[src/rtl/bus_pkg.sv]
// Shared defaults and register map for the regional NoC return path.
// Register window: DATA (pop), STATUS, CTRL (flush / clear).
package bus_pkg;

  localparam int DEF_WB_WID  = 32;
  localparam int DEF_NOC_WID = 16;
  localparam int DEF_RA_WID  = 9;

  localparam logic [1:0] OFF_DATA   = 2'd0;
  localparam logic [1:0] OFF_STATUS = 2'd1;
  localparam logic [1:0] OFF_CTRL   = 2'd2;

  localparam int CTRL_FLUSH = 0;
  localparam int CTRL_CLR   = 1;

  localparam int STAT_OVF     = 31;
  localparam int STAT_DROP_LO = 16;
  localparam int STAT_DROP_W  = 15;
  localparam int STAT_CNT_W   = 16;

  typedef enum logic {
    IDLE,
    ACK
  } state_t;

endpackage

[src/rtl/sync_fifo.sv]
// Synchronous FIFO with push/pop/flush and occupancy count.
// Flush has priority over a same-cycle push or pop.
module sync_fifo #(
  parameter int W = 25,
  parameter int D = 8,
  localparam int AW = $clog2(D),
  localparam int CW = AW + 1
) (
  input  logic          clk,
  input  logic          rst_n,
  input  logic          push,
  input  logic          pop,
  input  logic          flush,
  input  logic [W-1:0]  wdat,
  output logic [W-1:0]  rdat,
  output logic [CW-1:0] count,
  output logic          full,
  output logic          empty
);

  logic [W-1:0]  mem [D];
  logic [AW-1:0] wr_ptr;
  logic [AW-1:0] rd_ptr;
  logic          do_push;
  logic          do_pop;

  assign full    = (count == CW'(D));
  assign empty   = (count == '0);
  assign do_push = push && !full && !flush;
  assign do_pop  = pop && !empty && !flush;
  assign rdat    = mem[rd_ptr];

  always_ff @(posedge clk) begin
    if (do_push)
      mem[wr_ptr] <= wdat;
  end

  always_ff @(posedge clk or negedge rst_n) begin
    if (!rst_n) begin
      wr_ptr <= '0;
      rd_ptr <= '0;
      count  <= '0;
    end else if (flush) begin
      wr_ptr <= '0;
      rd_ptr <= '0;
      count  <= '0;
    end else begin
      if (do_push)
        wr_ptr <= wr_ptr + AW'(1);
      if (do_pop)
        rd_ptr <= rd_ptr + AW'(1);
      unique case ({do_push, do_pop})
        2'b10:   count <= count + CW'(1);
        2'b01:   count <= count - CW'(1);
        default: count <= count;
      endcase
    end
  end

endmodule

[src/rtl/bus_collector.sv]
// Collects tagged regional responses into a FIFO behind a Wishbone window.
// Optional drop counter: define BUS_COLLECTOR_DROP_CNT_EN.
module bus_collector
  import bus_pkg::*;
#(
  parameter int WB_WID            = DEF_WB_WID,
  parameter int NOC_WID           = DEF_NOC_WID,
  parameter int REGIONAL_ADDR_WID = DEF_RA_WID,
  parameter int DEPTH             = 8,
  parameter logic [WB_WID-1:0] ADDR_LO = 32'h0000_1000
) (
  input  logic                         clk,
  input  logic                         rst_n,
  input  logic                         in_vld,
  output logic                         in_rdy,
  input  logic [NOC_WID-1:0]           in_dat,
  input  logic [REGIONAL_ADDR_WID-1:0] in_adr,
  input  logic                         wb_cyc,
  input  logic                         wb_stb,
  input  logic                         wb_we,
  input  logic [WB_WID-1:0]            wb_adr,
  input  logic [WB_WID-1:0]            wb_dat_i,
  output logic [WB_WID-1:0]            wb_dat_o,
  output logic                         wb_ack
);

  localparam int EW = REGIONAL_ADDR_WID + NOC_WID;
  localparam int CW = $clog2(DEPTH) + 1;
  localparam logic [WB_WID-1:0] ADDR_HI = ADDR_LO + WB_WID'(3);

  state_t             state;
  logic [EW-1:0]      head;
  logic [CW-1:0]      count;
  logic               full;
  logic               empty;
  logic               ovf;
  logic [WB_WID-1:0]  diff;
  logic [1:0]         off;
  logic               hit;
  logic               acc;
  logic               pop;
  logic               ctl_wr;
  logic               flush;
  logic               clr;
  logic               push;
  logic               drop;
  logic [WB_WID-1:0]  rd_val;
  logic [STAT_DROP_W-1:0] drop_cnt;
  logic               unused_ok;

  assign diff   = wb_adr - ADDR_LO;
  assign off    = diff[1:0];
  assign hit    = wb_cyc && wb_stb &&
                  (wb_adr >= ADDR_LO) && (wb_adr < ADDR_HI);
  assign acc    = (state == IDLE) && hit;
  assign pop    = acc && !wb_we && (off == OFF_DATA);
  assign ctl_wr = acc && wb_we && (off == OFF_CTRL);
  assign flush  = ctl_wr && wb_dat_i[CTRL_FLUSH];
  assign clr    = ctl_wr && wb_dat_i[CTRL_CLR];
  assign in_rdy = !full;
  assign push   = in_vld && in_rdy;
  // a push lost to a flush is discarded, not an overflow
  assign drop   = in_vld && !in_rdy && !flush;

  assign unused_ok = ^{wb_dat_i, diff};

  sync_fifo #(
    .W (EW),
    .D (DEPTH)
  ) u_fifo (
    .clk   (clk),
    .rst_n (rst_n),
    .push  (push),
    .pop   (pop),
    .flush (flush),
    .wdat  ({in_adr, in_dat}),
    .rdat  (head),
    .count (count),
    .full  (full),
    .empty (empty)
  );

`ifdef BUS_COLLECTOR_DROP_CNT_EN
  always_ff @(posedge clk or negedge rst_n) begin
    if (!rst_n)
      drop_cnt <= '0;
    else if (clr)
      drop_cnt <= '0;
    else if (drop && (drop_cnt != '1))
      drop_cnt <= drop_cnt + STAT_DROP_W'(1);
  end
`else
  assign drop_cnt = '0;
`endif

  always_ff @(posedge clk or negedge rst_n) begin
    if (!rst_n)
      ovf <= 1'b0;
    else if (clr)
      ovf <= 1'b0;
    else if (drop)
      ovf <= 1'b1;
  end

  always_comb begin
    rd_val = '0;
    unique case (1'b1)
      (!wb_we && off == OFF_DATA): begin
        if (!empty) begin
          rd_val[WB_WID-1] = 1'b1;
          rd_val[EW-1:0]   = head;
        end
      end
      (!wb_we && off == OFF_STATUS): begin
        rd_val[STAT_OVF] = ovf;
        rd_val[STAT_DROP_LO +: STAT_DROP_W] = drop_cnt;
        rd_val[STAT_CNT_W-1:0] = STAT_CNT_W'(count);
      end
      default: rd_val = '0;
    endcase
  end

  always_ff @(posedge clk or negedge rst_n) begin
    if (!rst_n) begin
      state    <= IDLE;
      wb_ack   <= 1'b0;
      wb_dat_o <= '0;
    end else begin
      unique case (state)
        IDLE: begin
          if (hit) begin
            wb_dat_o <= rd_val;
            wb_ack   <= 1'b1;
            state    <= ACK;
          end
        end
        ACK: begin
          wb_ack <= 1'b0;
          state  <= IDLE;
        end
        default: begin
          wb_ack <= 1'b0;
          state  <= IDLE;
        end
      endcase
    end
  end

endmodule

[config.mk]
export PLATFORM = sky130hd
export DESIGN_NAME = bus_collector
export DESIGN_NICKNAME = d
export VERILOG_FILES = /design/src/rtl/bus_pkg.sv /design/src/rtl/sync_fifo.sv /design/src/rtl/bus_collector.sv
export SDC_FILE = /design/constraint.sdc
export NUM_CORES = 1
export LEC_CHECK = 0
export CAP_MARGIN = 20
export CORE_MARGIN = 4
export CORE_UTILIZATION = 35
export CTS_BUF_LIST = sky130_fd_sc_hd__clkbuf_16
export CTS_CLUSTER_DIAMETER = 200
export CTS_CLUSTER_SIZE = 28
export DETAILED_ROUTE_END_ITERATION = 7
export GPL_TIMING_DRIVEN = 0
export HOLD_SLACK_MARGIN = 0.1
export PLACE_DENSITY = 0.65
export SYNTH_ARGS = -nofsm -noshare
export SYNTH_HDL_FRONTEND = slang
export SYNTH_SLANG_ARGS = --single-unit
[constraint.sdc]
create_clock -name clk -period 5.4 [get_ports clk]
set_input_delay 1.08 -clock clk [delete_from_list [all_inputs] [get_ports clk]]
set_output_delay 1.08 -clock clk [all_outputs]
set_load 0.02 [all_outputs]
==> out/summary.txt, run 1 <==
Avg Inst Size Synth = 19.12 µm²
Final hold vios = 0
Die area = 0.02962 mm²
PortBufs = 91
Root buffer cell = clkbuf_16
Final Instance Area = 0.01145 mm²
Peak supply drop = 0.1743 mV
Crit-path cells = clkdlybuf4s50_1 > or4_4 > a2111oi_4 > nand3_4 > or2_1 > buf_2 > buf_6 > nor2_1 > ha_1 > a21o_1 > a21oi_1 > nand2_1 > a32o_1 > a221o_1
Dpl cell area = 0.01109 mm²
Crit path max-delay family = compound AO/OA/AOI/OAI gates
Unrepaired setup endpoints after global routing = false
Cell count after synthesis = 493
CTS tree = done
Simple-gate portion of the synthesized area = 0.04261
R2R Path Start = state
Die W = 172.1 µm
Adder-cell share of the synthesized area = 0.007434
Post-route clock period utilization = 0.8149
Slowest CP cell = or4_4
Max Cap Viol = 0
Comb power frac = 0.150
LEAKAGE = 3.808 nW
CP max FO = 10
Worst Setup End Kind = flop
Starting Density = 0.3586
CTS Buffer Depth = 3
Compound-Gate Fraction of Synth Area = 0.04062
Final setup vio count = 0
Critical path origin = wb_adr[26]
Power per cell area = 341.9 mW/mm²
Main flop type after synthesis = edfxtp_1
Mux cell area share after synthesis = 0.1460
Sw Ratio = 0.2470
Clk pwr share = 0.250
Sequential area share after synthesis = 0.7407
Psw = 0.9669 mW
Post-CTS setup buffer count = 0
Syn. warnings = 0
Status = complete, no violations
FFs w/ async S/R, synth = 0.1632
Flops & latches, synth = 239
CP startpoint kind = primary input
Drt via density = 5.176
I/O pin count = 129
Via count = 4,990
Slew @ Worst Pin = 0.9546 ns
Minimum clock period = 4.400 ns
CP bufs+invs = 3
Hold_buf cts = 0
Core ar. = 0.02628 mm²
Die H = 172.1 µm
Critical path arrival = 4.77 ns
Final HPWL DP = 14.15 mm
DRC viols = 0
Post-CTS Resized = 0
Max H-tree Level = 1
Clk pin slew, worst setup/hold paths = 0.11 ns
Tot Pwr = 3.915 mW
Sequential power share = 0.599
Main combinational cell family by area after synthesis = multiplexers
# clock sinks = 239
Initial antenna violation count = 1
Number of global-route vias before repair = 5,162
Inserted Diodes = 0
CP peak stage delay = 0.54 ns
Synthesized area = 0.009425 mm²
First-pass DRT Iterations = 5
Post-DR wirelength/cell = 20.96 µm
Detail Route Antenna Nets = 0
WL final = 20.21 mm
Placer Congestion = 0.7539
Post-Synth XOR/XNOR Area = 0.003717
Syn-to-layout area delta = 21.48%
R2R Setup Slk = 2.06 ns
DR iter-0 viols = 461
Row count = 59
Cell Int Power = 2.948 mW
Hold Path Class = primary input to async pin
First-pass GRT wire length = 30.49 mm
Final Slew Violations = 0
Yosys cell types = 46
Clk_skew = 0.03382 ns
F_max = 227.2 MHz
Crit Path Class = primary input to flop
Share of layout cells above drive strength 1 = 0.1924
Req. time, crit path = 5.77 ns
Final net count = 723
Worst-Skew Late Latency = 0.47 ns
Largest net degree at the start of global routing = 35
CTS Buf Count = 12
Slew headroom = 0.3583
Gr usage total = 0.1352
EDFF count, synth = 200
Grt total ovfl = 0
## per-layer routing
layer,share of wire,vias up,track usage
met4,0.010,2,0.01982
met5,0.00064,-,0
met1,0.43,2589,0.1887
met3,0.068,18,0.02286
met2,0.50,158,0.2304
li1,-,2223,-
## registers in the layout, indices dropped and copies added, names as in the netlist
name and flops:
u_fifo.mem 200, wb_dat_o 26, u_fifo.count 4, u_fifo.rd_ptr 3
u_fifo.wr_ptr 3, ovf 1, state 1, wb_ack 1
## worst register-to-register path, stage by stage (launching register included)
cell and delay (ns):
dfrtp_1 0.40, nor4_1 0.15, and4_1 0.35, nand3_4 0.16, or2_1 0.25, buf_2 0.20, buf_6 0.17, nor2_1 0.21
ha_1 0.28, a21o_1 0.17, a21oi_1 0.25, nand2_1 0.11, a32o_1 0.27, a221o_1 0.28
## cells in the mapped netlist, drive strengths merged, types with 2 or more instances
| cell | count | area (µm²) |
|---|---|---|
| nor2 | 16 | 60.06 |
| o22ai | 2 | 12.51 |
| edfxtp | 200 | 6006 |
| inv | 4 | 15.01 |
| ha | 4 | 50.05 |
| mux4 | 50 | 1126 |
| a222oi | 4 | 40.04 |
| and2 | 2 | 12.51 |
| a21oi | 7 | 35.03 |
| xnor2 | 3 | 26.28 |
| clkbuf | 14 | 52.55 |
| o21ai | 30 | 187.7 |
| nor3 | 5 | 25.02 |
| nand2 | 37 | 138.9 |
| dfrtp | 39 | 975.9 |
| buf | 16 | 106.3 |
| nand4 | 2 | 12.51 |
| nor4 | 6 | 37.54 |
| nand3 | 3 | 27.53 |
| mux2i | 25 | 250.2 |
| nand2b | 3 | 18.77 |
| and4 | 2 | 17.52 |
| a31oi | 2 | 12.51 |
## power groups by stage
stage                     registers (mW)  clock network [mW]  logic (mW)
final                               2.35               0.981       0.589
after global routing                2.36                1.09       0.645
after CTS                           2.35                1.01       0.598
after detailed placement            2.39                   0       0.598
after global placement              2.39                   0       0.472
after floorplan                     2.36                   0       0.293
## placed cells by master, fill, tap and decap left out, types with 3 or more instances in the layout
| master | netlist | layout |
|---|---|---|
| edfxtp_1 | 200 | 200 |
| clkdlybuf4s50_1 | 0 | 90 |
| mux4_2 | 50 | 50 |
| dfrtp_1 | 39 | 39 |
| nand2_1 | 37 | 37 |
| mux2i_1 | 25 | 25 |
| o21ai_0 | 15 | 15 |
| clkbuf_1 | 14 | 14 |
| nor2_1 | 16 | 13 |
| clkbuf_16 | 0 | 13 |
| buf_6 | 2 | 12 |
| inv_1 | 4 | 10 |
| o21ai_2 | 10 | 10 |
| buf_4 | 6 | 10 |
| buf_2 | 7 | 8 |
| a21oi_1 | 7 | 7 |
| conb_1 | 1 | 6 |
| nor4_1 | 6 | 5 |
| o21ai_1 | 5 | 5 |
| nor3_2 | 0 | 4 |
| a222oi_1 | 4 | 4 |
| ha_1 | 4 | 4 |
| nor2_4 | 0 | 3 |
| nand2b_1 | 3 | 3 |
| xnor2_1 | 3 | 3 |
## layout make-up
type / instances / area, µm²
sequential: 239 / 6982
clock buffer: 13 / 325.3
tap: 335 / 419.2
clock inverter: 7 / 38.79
multi-input combinational: 225 / 2337
fill: 2316 / 14830
timing repair buffer: 111 / 1174
buffer: 30 / 158.9
inverter: 4 / 15.01
## worst paths after layout
check | to | cells after the start
setup / recovery | u_fifo.count[3] | 14
hold / removal | wb_dat_o[22] | 1
setup reg to reg | u_fifo.count[3] | 13
hold reg to reg | wb_ack | 1
max in group asynchronous | wb_dat_o[13] | 2
min in group clk | wb_ack | 1
## metrics by stage
| stage | setup WS (ns) | utilization | TNS [ns] | std cells | hold WS, ns |
|---|---|---|---|---|---|
| after global routing | 0.7451 | 0.4357 | 0 | 964 | 0.4023 |
| final | 0.9995 | 0.4357 | 0 | 964 | 0.4138 |
| after detailed placement | 0.5037 | 0.4218 | 0 | 944 | 0.4691 |
| after floorplan | 0.7446 | - | 0 | 498 | 0.4365 |
| after CTS | 1.021 | 0.4357 | 0 | 964 | 0.4071 |
| after global placement | -2.387 | 0.4100 | -154.95 | 924 | 0.4641 |
## kinds of logic (layout without fill, tap and decap cells)
family | after synthesis | in the layout
flip-flops | 239 | 239
multiplexers | 75 | 75
other | 1 | 6
AND/OR/NAND/NOR | 82 | 82
buffers and inverters | 34 | 165
adder cells (fa/ha/maj) | 5 | 5
XOR/XNOR | 4 | 4
AO/OA/AOI/OAI | 53 | 53
Power figures use the tool's default switching activity.
==> run 2, diff against run 1 <==
--- a/config.mk
+++ b/config.mk
@@ -14,7 +14,7 @@
 export DETAILED_ROUTE_END_ITERATION = 7
 export GPL_TIMING_DRIVEN = 0
 export HOLD_SLACK_MARGIN = 0.1
-export PLACE_DENSITY = 0.65
+export PLACE_DENSITY = 0.67
 export SYNTH_ARGS = -nofsm -noshare
 export SYNTH_HDL_FRONTEND = slang
 export SYNTH_SLANG_ARGS = --single-unit
==> constraint.sdc (replaced) <==
create_clock -name clk -period 3.6 [get_ports clk]
set_input_delay 0.72 -clock clk [delete_from_list [all_inputs] [get_ports clk]]
set_output_delay 0.72 -clock clk [all_outputs]
set_load 0.02 [all_outputs]
==> out/summary.txt, run 2 (synthesis results as in run 1) <==
Status = complete, no violations
Hold Path Class = flop to flop
Worst Setup End Kind = flop
Critical path origin = wb_adr[22]
Hold slack final = 0.4830 ns (+0.06929 ns)
Detail Route Antenna Nets = 0 (unchanged)
Worst-Skew Late Latency = 0.47 ns (about the same)
Peak supply drop = 0.2447 mV (+40%)
Max H-tree Level = 1 (unchanged)
Share of layout cells above drive strength 1 = 0.1946 (+0.002209)
Filler cell count = 2,268 (-2.1%)
Core ar. = 0.02628 mm² (unchanged)
Max FFs per register = 200 (unchanged)
Minimum clock period = 3.542 ns
Min-delay src = wb_dat_o[10]
Slew headroom = 0.3676 (+0.009339)
Number of global-route vias before repair = 5,096 (-1.3%)
First-pass GRT wire length = 30.68 mm (+0.63%)
DRC viols = 0 (unchanged)
CTS Buf Count = 12 (unchanged)
Final core utilization = 0.4387 (+0.002999)
Final HPWL DP = 13.58 mm (-4.1%)
Final Slew Violations = 0 (unchanged)
Largest net degree at the start of global routing = 35 (unchanged)
Initial antenna violation count = 0 (-1)
CP bufs+invs = 1 (-2)
Req. time, crit path = 3.96 ns (-1.81 ns)
Clk_skew = 0.01794 ns (-0.01587 ns)
Setup_tns = 0 ns (unchanged)
CP max FO = 17 (+7)
Max Cap Viol = 0 (unchanged)
CTS tree = done
Highest-count cells in the layout ignoring fill and taps = edfxtp_1, clkdlybuf4s50_1, mux4_2, dfrtp_1, nand2_1
Gr usage total = 0.1364 (+0.001258)
Starting Density = 0.3586 (unchanged)
Grt total ovfl = 0 (unchanged)
Critical path arrival = 3.90 ns (-0.87 ns)
CTS Buffer Depth = 3 (unchanged)
Root buffer cell = clkbuf_16
Crit Path Class = primary input to flop
Clk pin slew, worst setup/hold paths = 0.11 ns (about the same)
WL final = 20.38 mm (+0.84%)
Crit-path cells = clkdlybuf4s50_1 > or4_4 > a2111oi_4 > nand3_4 > or2_4 > nor2_4 > ha_4 > a21o_1 > a21oi_2 > nand2_1 > a32o_1 > a221o_1
Die area = 0.02962 mm² (unchanged)
Register area = 0.006982 mm² (unchanged)
PortBufs = 91 (unchanged)
Final setup vio count = 0 (unchanged)
I/O pin count = 129 (unchanged)
CP startpoint kind = primary input
Post-DR wirelength/cell = 21.18 µm (+1.1%)
Post-route setup slack = 0.05779 ns (-0.9417 ns)
Largest regs = u_fifo.mem (200), wb_dat_o (26), u_fifo.count (4)
Inserted Diodes = 0 (unchanged)
Via count = 5,005 (+0.30%)
Commonest non-fill, non-tap cell in the layout = edfxtp_1
Power per cell area = 514.0 mW/mm² (+50%)
Slowest CP cell = or4_4
Slew @ Worst Pin = 0.9485 ns (-0.006062 ns)
Syn-to-layout area delta = 22.32%
First-pass DRT Iterations = 4 (-1)
F_max = 282.3 MHz
Register bank with the most flops = u_fifo.mem
Final net count = 721 (-0.28%)
DR iter-0 viols = 308 (-33%)
Crit path max-delay family = simple AND/OR/NAND/NOR gates
Area of the multi-input gates = 0.002391 mm² (+2.3%)
Die W = 172.1 µm (unchanged)
Placer Congestion = 0.7376 (-2.2%)
Post-route clock period utilization = 0.9839
LEAKAGE = 3.818 nW (+0.26%)
Die H = 172.1 µm (unchanged)
R2R Path Start = u_fifo.count[1]
CP peak stage delay = 0.56 ns (+0.02 ns)
Row count = 59 (unchanged)
Final hold vios = 0 (unchanged)
# clock sinks = 239 (unchanged)
Dpl ws = -0.9054 ns (-1.409 ns)
Drt via density = 5.203 (+0.51%)
==> run 2: cell count changes in the layout (fill, tap and decap cells not counted), sizes merged <==
cell / change
buf: -3
dlygate4sd3: +1
==> run 2: power breakdown <==
part,switching [mW],leakage (nW),internal [mW],total [mW]
registers,0.163,2.33,3.38,3.54
clock network,0.806,0.199,0.666,1.47
logic,0.518,1.29,0.395,0.913
==> run 2: final cells by class <==
type                       count  share of cell area
tap                          335             0.03636
inverter                       4            0.001302
clock buffer                  13             0.02822
sequential                   239              0.6056
buffer                        28             0.01237
timing repair buffer         111              0.1054
multi-input combinational    225              0.2074
clock inverter                 7            0.003364
==> run 2: repair_timing <==
item                                   CTS  global route
setup buffers                            3             3
resized for setup                        3             2
setup endpoints to repair                1             1
pin swaps                                3             5
endpoints found under the hold margin    5             0
hold buffers                             1             0
==> run 2: routing by layer <==
metal	vias up	wire, µm	track usage
met4	0	301	0.02290
met1	2593	8749	0.1875
li1	2225	-	-
met2	170	10070	0.2365
met3	17	1256	0.01989
met5	-	0	0
==> run 2: tightest hold or removal path: stages, from the launching register on <==
cell     delay [ns]
dfrtp_1        0.35
nand2_1        0.06
o21ai_2        0.05
==> run 2: final timing paths <==
kind	endpoint	slack [ns]	cells past startpoint
worst max-delay path	u_fifo.count[3]	0.06	12
worst min-delay path	wb_dat_o[10]	0.48	2
worst max register to register	u_fifo.mem[6][7]	0.37	6
worst min register to register	wb_dat_o[10]	0.48	2
max in group asynchronous	wb_dat_o[18]	2.52	3
min in group asynchronous	wb_dat_o[22]	0.61	2
==> run 2: through the flow <==
stage / cells / power (mW) / area [µm²]
after CTS: 961 / 5.981 / 11510
final: 962 / 5.925 / 11530
after global routing: 962 / 6.181 / 11530
after floorplan: 498 / 3.996 / 9472
after global placement: 924 / 4.299 / 10800
after detailed placement: 937 / 4.518 / 11110
